[config.mk]
export PLATFORM = sky130hd
export DESIGN_NAME = axi_slave_regs
export DESIGN_NICKNAME = d
export VERILOG_FILES = /design/src/rtl/axi_slave_pkg.sv /design/src/rtl/axi_slave_rd_mux.sv /design/src/rtl/axi_slave_regs.sv
export SDC_FILE = /design/constraint.sdc
export NUM_CORES = 1
export LEC_CHECK = 0
export ABC_AREA = 1
export CAP_MARGIN = 40
export CORE_UTILIZATION = 25
export CTS_CLUSTER_DIAMETER = 150
export DETAILED_ROUTE_END_ITERATION = 7
export GPL_TIMING_DRIVEN = 0
export SYNTH_ARGS = -nofsm -noshare
export SYNTH_HDL_FRONTEND = slang
export SYNTH_HIERARCHICAL = 1
export SYNTH_SLANG_ARGS = --single-unit
[constraint.sdc]
create_clock -name S_AXI_ACLK -period 1.3 [get_ports S_AXI_ACLK]
set_input_delay 0.26 -clock S_AXI_ACLK [delete_from_list [all_inputs] [get_ports S_AXI_ACLK]]
set_output_delay 0.26 -clock S_AXI_ACLK [all_outputs]
set_load 0.005 [all_outputs]
[src/rtl/axi_slave_pkg.sv]
// ============================================================================
// Module      : axi_slave_pkg
// Description : Shared definitions for the AXI4-Lite accelerator control
//               slave: register word indices, response code, FSM encodings.
// Revision    : 1.0 - initial release
// ============================================================================
`default_nettype none

package axi_slave_pkg;

  // Word indices (byte address bits [AXIS_ADDR_WIDTH-1:2])
  localparam int REG_CTRL    = 0;
  localparam int REG_STATUS  = 1;
  localparam int REG_IRQ     = 2;
  localparam int REG_TOT_CYC = 4;
  localparam int REG_RD_CYC  = 5;
  localparam int REG_PR_CYC  = 6;
  localparam int REG_WR_CYC  = 7;

  localparam logic [1:0] RESP_OKAY = 2'b00;

  typedef enum logic [1:0] {
    W_IDLE = 2'd0,
    W_ACK  = 2'd1,
    W_RESP = 2'd2
  } wr_state_e;

  typedef enum logic [1:0] {
    R_IDLE = 2'd0,
    R_ACK  = 2'd1,
    R_DATA = 2'd2
  } rd_state_e;

endpackage

`default_nettype wire

[src/rtl/axi_slave_rd_mux.sv]
// ============================================================================
// Module      : axi_slave_rd_mux
// Description : Combinational read-data selector: word index -> 32-bit value.
//               Perf counters are zero-extended or truncated to 32 bits.
// Revision    : 1.0 - initial release
// ============================================================================
`default_nettype none

module axi_slave_rd_mux
  import axi_slave_pkg::*;
#(
  parameter int PERF_CNTR_WIDTH = 32,
  parameter int IDX_W           = 4
) (
  input  logic [IDX_W-1:0]           idx_i,
  input  logic [31:0]                ctrl_i,
  input  logic [3:0]                 status_i,
  input  logic                       irq_pend_i,
  input  logic [PERF_CNTR_WIDTH-1:0] total_cycles_i,
  input  logic [PERF_CNTR_WIDTH-1:0] rd_cycles_i,
  input  logic [PERF_CNTR_WIDTH-1:0] pr_cycles_i,
  input  logic [PERF_CNTR_WIDTH-1:0] wr_cycles_i,
  output logic [31:0]                rdata_o
);

  logic [31:0] tot_ext;
  logic [31:0] rd_ext;
  logic [31:0] pr_ext;
  logic [31:0] wr_ext;

  generate
    if (PERF_CNTR_WIDTH >= 32) begin : g_trunc
      assign tot_ext = total_cycles_i[31:0];
      assign rd_ext  = rd_cycles_i[31:0];
      assign pr_ext  = pr_cycles_i[31:0];
      assign wr_ext  = wr_cycles_i[31:0];
    end else begin : g_zext
      assign tot_ext = {{(32-PERF_CNTR_WIDTH){1'b0}}, total_cycles_i};
      assign rd_ext  = {{(32-PERF_CNTR_WIDTH){1'b0}}, rd_cycles_i};
      assign pr_ext  = {{(32-PERF_CNTR_WIDTH){1'b0}}, pr_cycles_i};
      assign wr_ext  = {{(32-PERF_CNTR_WIDTH){1'b0}}, wr_cycles_i};
    end
  endgenerate

  // Register map decode; unmapped indices read as zero
  always_comb begin
    rdata_o = 32'd0;
    case (32'(idx_i))
      REG_CTRL:    rdata_o = ctrl_i;
      REG_STATUS:  rdata_o = {28'd0, status_i};
      REG_IRQ:     rdata_o = {31'd0, irq_pend_i};
      REG_TOT_CYC: rdata_o = tot_ext;
      REG_RD_CYC:  rdata_o = rd_ext;
      REG_PR_CYC:  rdata_o = pr_ext;
      REG_WR_CYC:  rdata_o = wr_ext;
      default:     rdata_o = 32'd0;
    endcase
  end

endmodule

`default_nettype wire

[src/rtl/axi_slave_regs.sv]
// ============================================================================
// Module      : axi_slave_regs
// Description : AXI4-Lite slave register file for the accelerator host port.
//               CTRL (RW, bit0 write issues tx_req pulse), STATUS, perf
//               counters. Optional interrupt block under macro
//               AXI_SLAVE_IRQ_EN (adds irq port and W1C IRQ_PEND at idx 2).
// Revision    : 1.0 - initial release
// ============================================================================
`default_nettype none

module axi_slave_regs
  import axi_slave_pkg::*;
#(
  parameter int PERF_CNTR_WIDTH = 32,
  parameter int AXIS_DATA_WIDTH = 32,
  parameter int AXIS_ADDR_WIDTH = 6
) (
  input  logic                         S_AXI_ACLK,
  input  logic                         S_AXI_ARESETN,
  output logic                         tx_req,
  input  logic                         tx_done,
  input  logic                         rd_done,
  input  logic                         wr_done,
  input  logic                         processing_done,
  input  logic [PERF_CNTR_WIDTH-1:0]   total_cycles,
  input  logic [PERF_CNTR_WIDTH-1:0]   rd_cycles,
  input  logic [PERF_CNTR_WIDTH-1:0]   pr_cycles,
  input  logic [PERF_CNTR_WIDTH-1:0]   wr_cycles,
  input  logic [AXIS_ADDR_WIDTH-1:0]   S_AXI_AWADDR,
  input  logic [2:0]                   S_AXI_AWPROT,
  input  logic                         S_AXI_AWVALID,
  output logic                         S_AXI_AWREADY,
  input  logic [AXIS_DATA_WIDTH-1:0]   S_AXI_WDATA,
  input  logic [AXIS_DATA_WIDTH/8-1:0] S_AXI_WSTRB,
  input  logic                         S_AXI_WVALID,
  output logic                         S_AXI_WREADY,
  output logic [1:0]                   S_AXI_BRESP,
  output logic                         S_AXI_BVALID,
  input  logic                         S_AXI_BREADY,
  input  logic [AXIS_ADDR_WIDTH-1:0]   S_AXI_ARADDR,
  input  logic [2:0]                   S_AXI_ARPROT,
  input  logic                         S_AXI_ARVALID,
  output logic                         S_AXI_ARREADY,
  output logic [AXIS_DATA_WIDTH-1:0]   S_AXI_RDATA,
  output logic [1:0]                   S_AXI_RRESP,
  output logic                         S_AXI_RVALID,
  input  logic                         S_AXI_RREADY
`ifdef AXI_SLAVE_IRQ_EN
  ,
  output logic                         irq
`endif
);

  localparam int IDX_W  = AXIS_ADDR_WIDTH - 2;
  localparam int STRB_W = AXIS_DATA_WIDTH / 8;

  wr_state_e                  wr_state_q, wr_state_d;
  rd_state_e                  rd_state_q, rd_state_d;
  logic [IDX_W-1:0]           wr_idx_q;
  logic [AXIS_DATA_WIDTH-1:0] wr_data_q;
  logic [STRB_W-1:0]          wr_strb_q;
  logic [IDX_W-1:0]           rd_idx_q;
  logic [AXIS_DATA_WIDTH-1:0] rdata_q;
  logic [AXIS_DATA_WIDTH-1:0] ctrl_q, ctrl_d;
  logic                       tx_req_q, tx_req_d;
  logic [31:0]                mux_rdata;
  logic                       irq_pend_rd;

  // Protection bits and sub-word address bits carry no meaning here
  logic unused_bits;
  assign unused_bits = &{1'b0, S_AXI_AWPROT, S_AXI_ARPROT,
                         S_AXI_AWADDR[1:0], S_AXI_ARADDR[1:0]};

  // Both channels must be valid together; the write commits in W_ACK
  logic wr_accept, wr_commit, rd_accept;
  assign wr_accept = (wr_state_q == W_IDLE) && S_AXI_AWVALID && S_AXI_WVALID;
  assign wr_commit = (wr_state_q == W_ACK);
  assign rd_accept = (rd_state_q == R_IDLE) && S_AXI_ARVALID;

  // Write FSM next-state: accept -> handshake cycle -> hold response
  always_comb begin
    wr_state_d = wr_state_q;
    case (wr_state_q)
      W_IDLE:  if (wr_accept) wr_state_d = W_ACK;
      W_ACK:   wr_state_d = W_RESP;
      W_RESP:  if (S_AXI_BREADY) wr_state_d = W_IDLE;
      default: wr_state_d = W_IDLE;
    endcase
  end

  // Read FSM next-state: accept -> capture cycle -> hold data
  always_comb begin
    rd_state_d = rd_state_q;
    case (rd_state_q)
      R_IDLE:  if (rd_accept) rd_state_d = R_ACK;
      R_ACK:   rd_state_d = R_DATA;
      R_DATA:  if (S_AXI_RREADY) rd_state_d = R_IDLE;
      default: rd_state_d = R_IDLE;
    endcase
  end

  // CTRL byte-masked update and start pulse generation on commit
  always_comb begin
    ctrl_d   = ctrl_q;
    tx_req_d = 1'b0;
    if (wr_commit && (32'(wr_idx_q) == REG_CTRL)) begin
      for (int b = 0; b < STRB_W; b++) begin
        if (wr_strb_q[b]) ctrl_d[8*b +: 8] = wr_data_q[8*b +: 8];
      end
      tx_req_d = wr_strb_q[0] & wr_data_q[0];
    end
  end

  // State, captured request and register storage
  always_ff @(posedge S_AXI_ACLK or negedge S_AXI_ARESETN) begin
    if (!S_AXI_ARESETN) begin
      wr_state_q <= W_IDLE;
      rd_state_q <= R_IDLE;
      wr_idx_q   <= '0;
      wr_data_q  <= '0;
      wr_strb_q  <= '0;
      rd_idx_q   <= '0;
      rdata_q    <= '0;
      ctrl_q     <= '0;
      tx_req_q   <= 1'b0;
    end else begin
      wr_state_q <= wr_state_d;
      rd_state_q <= rd_state_d;
      ctrl_q     <= ctrl_d;
      tx_req_q   <= tx_req_d;
      if (wr_accept) begin
        wr_idx_q  <= S_AXI_AWADDR[AXIS_ADDR_WIDTH-1:2];
        wr_data_q <= S_AXI_WDATA;
        wr_strb_q <= S_AXI_WSTRB;
      end
      if (rd_accept) rd_idx_q <= S_AXI_ARADDR[AXIS_ADDR_WIDTH-1:2];
      if (rd_state_q == R_ACK) rdata_q <= mux_rdata;
    end
  end

`ifdef AXI_SLAVE_IRQ_EN
  logic pdone_q, irq_pend_q, irq_pend_d, irq_q;

  // Sticky pending flag: W1C clear, a same-cycle rising edge wins
  always_comb begin
    irq_pend_d = irq_pend_q;
    if (wr_commit && (32'(wr_idx_q) == REG_IRQ) && wr_strb_q[0] && wr_data_q[0])
      irq_pend_d = 1'b0;
    if (processing_done && !pdone_q)
      irq_pend_d = 1'b1;
  end

  // Edge detector, pending flag and registered interrupt output
  always_ff @(posedge S_AXI_ACLK or negedge S_AXI_ARESETN) begin
    if (!S_AXI_ARESETN) begin
      pdone_q    <= 1'b0;
      irq_pend_q <= 1'b0;
      irq_q      <= 1'b0;
    end else begin
      pdone_q    <= processing_done;
      irq_pend_q <= irq_pend_d;
      irq_q      <= irq_pend_d & ctrl_d[1];
    end
  end

  assign irq         = irq_q;
  assign irq_pend_rd = irq_pend_q;
`else
  assign irq_pend_rd = 1'b0;
`endif

  axi_slave_rd_mux #(
    .PERF_CNTR_WIDTH (PERF_CNTR_WIDTH),
    .IDX_W           (IDX_W)
  ) u_rd_mux (
    .idx_i          (rd_idx_q),
    .ctrl_i         (ctrl_q[31:0]),
    .status_i       ({processing_done, wr_done, rd_done, tx_done}),
    .irq_pend_i     (irq_pend_rd),
    .total_cycles_i (total_cycles),
    .rd_cycles_i    (rd_cycles),
    .pr_cycles_i    (pr_cycles),
    .wr_cycles_i    (wr_cycles),
    .rdata_o        (mux_rdata)
  );

  assign S_AXI_AWREADY = (wr_state_q == W_ACK);
  assign S_AXI_WREADY  = (wr_state_q == W_ACK);
  assign S_AXI_BVALID  = (wr_state_q == W_RESP);
  assign S_AXI_BRESP   = RESP_OKAY;
  assign S_AXI_ARREADY = (rd_state_q == R_ACK);
  assign S_AXI_RVALID  = (rd_state_q == R_DATA);
  assign S_AXI_RRESP   = RESP_OKAY;
  assign S_AXI_RDATA   = rdata_q;
  assign tx_req        = tx_req_q;

endmodule

`default_nettype wire
==> reports/results.ini <==
[outcome]
status=finished with violations
failed_checks=negative setup slack

[placement]
io_buffers=220
gp_congestion=0.8336
place_area_sq_um=8581
hpwlAfterDp_mm=17.23

[floorplanning]
core_sq_um=22920
start_util_pct=25.83
ioPinCount=235
die-height_microns=155.9
rows=55
die_w_microns=155.9
die-area_sq_um=24300

[sta]
fmax_mhz=662.0
skew_ns=0.007741
fin_crit_sh_pct=116.2
whs_ns=0.3373
layout_setup_ws_ns=-0.2107
rsz0062_at_grt=yes
finalCriticalPeriod_ns=1.511
setup_viol=69
maxSlewViolCount=0
hold_viol_final=0

[final_layout]
drive_above_1_share_pct=22.29
design_area_sq_um=10270
utilization_pct=44.82
area_growth_pct=73.52
final_nets=1351
fillCellCount=2371

[global_routing]
grt_pass1_vias=6415
grt_pass1_wl_mm=35.22
grt-ovfl-total=0
antenna_found_initial=2
track_usage_pct=19.39
grt_max_degree=72

[logic_synthesis]
yosys_warnings=6
synth_seq_area_share_pct=47.77
synth_seq_cells=113
netlist_instances=853
syn_area_sq_um=5919
yosysTopAreaCell=dfrtp_1
synth_top_area_share_pct=47.77
ys_top_cells_by_area=dfrtp_1 48%, nand2_1 28%, nand3_1 13%
syn_avg_cell_area_sq_um=6.940
ys_types=16

[routing]
dr_wl_met2_mm=11.69
routed_via_density=4.351
highest_layer=met4
wl_met3_mm=1.085
wire_per_inst_microns=15.72
vias=6466
wirelength_mm=23.36
drc=0
firstDrtPassIters=4
drt-met1-wl_mm=9.902
postRouteAntennaNets=0
drt_iter0_markers=336

[pwr]
intPower_w=0.01137
p_comb_share_pct=45.8
power_density_nw_per_um2=1798
power.total_w=0.01847
p_seq_share_pct=28.7
leakage_nw=5.256
swShare_pct=38.46
ir_worst_vdd_mv=0.7601
pwr-share-clk_pct=25.5
switching_power_w=0.007103

[setup_path]
crit_chain=buf_6 > nor2_4 > buf_6 > buf_6
cpMostUsedCell=buf_6
cp_slowest_stage_delay_ns=0.40
critPathArrivalTime_ns=1.25
critPathKind=flip-flop to output port
path_max_fanout=3
critPathRequiredTime_ns=1.04
critPathLaunchType=flip-flop
worst_setup_path_end_kind=output port
slowest_stage=dfrtp_1

[clock_tree]
cts.reportedPaths.clkPinSlew_ns=0.06
tritoncts=done
h-tree-depth=4
cts.sinks=113
cts_root_buf=clkbuf_16
clk_path_buf_depth=2
cts_buffers=17
clock_latency_ns=0.41

[flow_run]
max_cap_violations=0

[min_path]
hp-class=primary input to asynchronous set/reset pin

## power groups by stage
| stage | combinational (W) | sequential, W | clock [W] |
|---|---|---|---|
| CTS | 0.00808 | 0.00528 | 0.00482 |
| finish | 0.00846 | 0.00530 | 0.00471 |
| detailed placement | 0.00593 | 0.00524 | 0 |
| global route | 0.00922 | 0.00542 | 0.00501 |
| floorplan | 0.00337 | 0.00507 | 0 |
| global placement | 0.00583 | 0.00521 | 0 |
## cell families (layout without fill, tap and decap cells)
| kind of cell | Yosys count | count (layout) | synth area share, % |
|---|---|---|---|
| AOI/OAI and AO/OA | 1 | 1 | 0.08447 |
| buffers and inverters | 83 | 396 | 6.722 |
| DFF | 113 | 113 | 47.77 |
| other | 1 | 7 | 0.06335 |
| and+or+nand+nor | 655 | 656 | 45.36 |
## cell usage in the layout (no fill, tap or decap)
cell type,instances
nand2_1,413
clkdlybuf4s50_1,181
nand3_1,130
dfrtp_1,109
buf_4,46
buf_6,32
nand2_2,26
nor2_1,24
nor2_2,22
inv_1,21
clkdlybuf4s15_1,20
clkbuf_16,18
buf_2,17
nand3_2,17
nor2_4,12
clkbuf_2,11
clkbuf_8,9
inv_2,7
buf_8,7
inv_4,5
conb_1,5
inv_6,5
nand4_1,4
dfrtp_2,4
nand2_4,3
clkinvlp_4,3
clkinv_4,3
buf_12,3
diode_2,2
bufinv_16,2
clkbuf_4,2
buf_16,2
nand3_4,2
nand4_4,1
o21ai_0,1
clkbuf_1,1
dlygate4sd3_1,1
nor3_4,1
nand2_8,1
## layer usage
| layer | vias to the layer above | track usage, % |
|---|---|---|
| met2 | 202 | 33.72 |
| met5 | - | 0 |
| met4 | 0 | 7.937 |
| met3 | 35 | 3.000 |
| li1 | 3288 | - |
| met1 | 2941 | 23.84 |
## critical path, delay by kind of cell (launching register included)
kind                   cells  cell delay [ns]
and+or+nand+nor            1             0.12
buffers and inverters      3             0.32
DFF                        1             0.40
## worst paths after layout
check,endpoint,startpoint,cells after the start,slack [ns]
min reg2reg,ctrl_q[30],ctrl_q[30],2,0.47
min in group S_AXI_ACLK,wr_idx_q[2],S_AXI_AWADDR[4],3,0.38
max,S_AXI_WREADY,wr_state_q[1],4,-0.21
max in group asynchronous,S_AXI_RDATA[10],S_AXI_ARESETN,3,0.28
max reg2reg,S_AXI_RDATA[21],rd_idx_q[3],8,-0.19
min,wr_data_q[24],S_AXI_ARESETN,2,0.34
## synthesized netlist by cell type
| cell type | instances |
|---|---|
| inv_1 | 30 |
| nand2_1 | 443 |
| nor2_2 | 2 |
| buf_4 | 15 |
| conb_1 | 1 |
| nand3_1 | 149 |
| nor2_4 | 2 |
| buf_2 | 24 |
| nand4_1 | 4 |
| dfrtp_1 | 113 |
| nor3_1 | 1 |
| nand4_2 | 1 |
| o21ai_0 | 1 |
| clkbuf_1 | 11 |
| nor2_1 | 53 |
| inv_2 | 3 |
## timing repair
action                                 4_1_cts  5_1_grt
hold buffers                                 1        0
endpoints found under the hold margin       42        0
setup endpoints to repair                  102      122
buffers inserted                            41        9
pin swaps                                   41       33
gates resized for setup                    235       68
cloned                                       7        1
## per-stage QoR
step / worst slack, ns / setup TNS [ns] / cells
floorplan: -0.002203 / -0.002203 / 857
global placement: -4.505 / -530.73 / 1390
detailed placement: -0.6276 / -22.39 / 1393
CTS: -0.2035 / -5.260 / 1474
global route: -0.2553 / -11.54 / 1486
finish: -0.2107 / -6.255 / 1486
## final cells by class
type | instances | area (sq um) | area share (%)
flip-flops and latches | 113 | 2833 | 27.58
diodes | 2 | 5.005 | 0.04873
clock inverters | 13 | 152.6 | 1.486
clock buffers | 19 | 442.9 | 4.312
inverters | 33 | 136.4 | 1.328
plain buffers | 50 | 504.2 | 4.909
well taps | 313 | 391.6 | 3.813
repair buffers | 281 | 2734 | 26.62
multi-input cells | 662 | 3072 | 29.91
## state kept, by name (all words and copies together) (netlist names)
name,cells
wr_state_q,2
wr_idx_q,4
rd_idx_q,4
tx_req,1
wr_data_q,32
ctrl_q,32
rd_state_q,2
S_AXI_RDATA,32
wr_strb_q,4
Note: power is estimated with default switching activity, not from simulation.
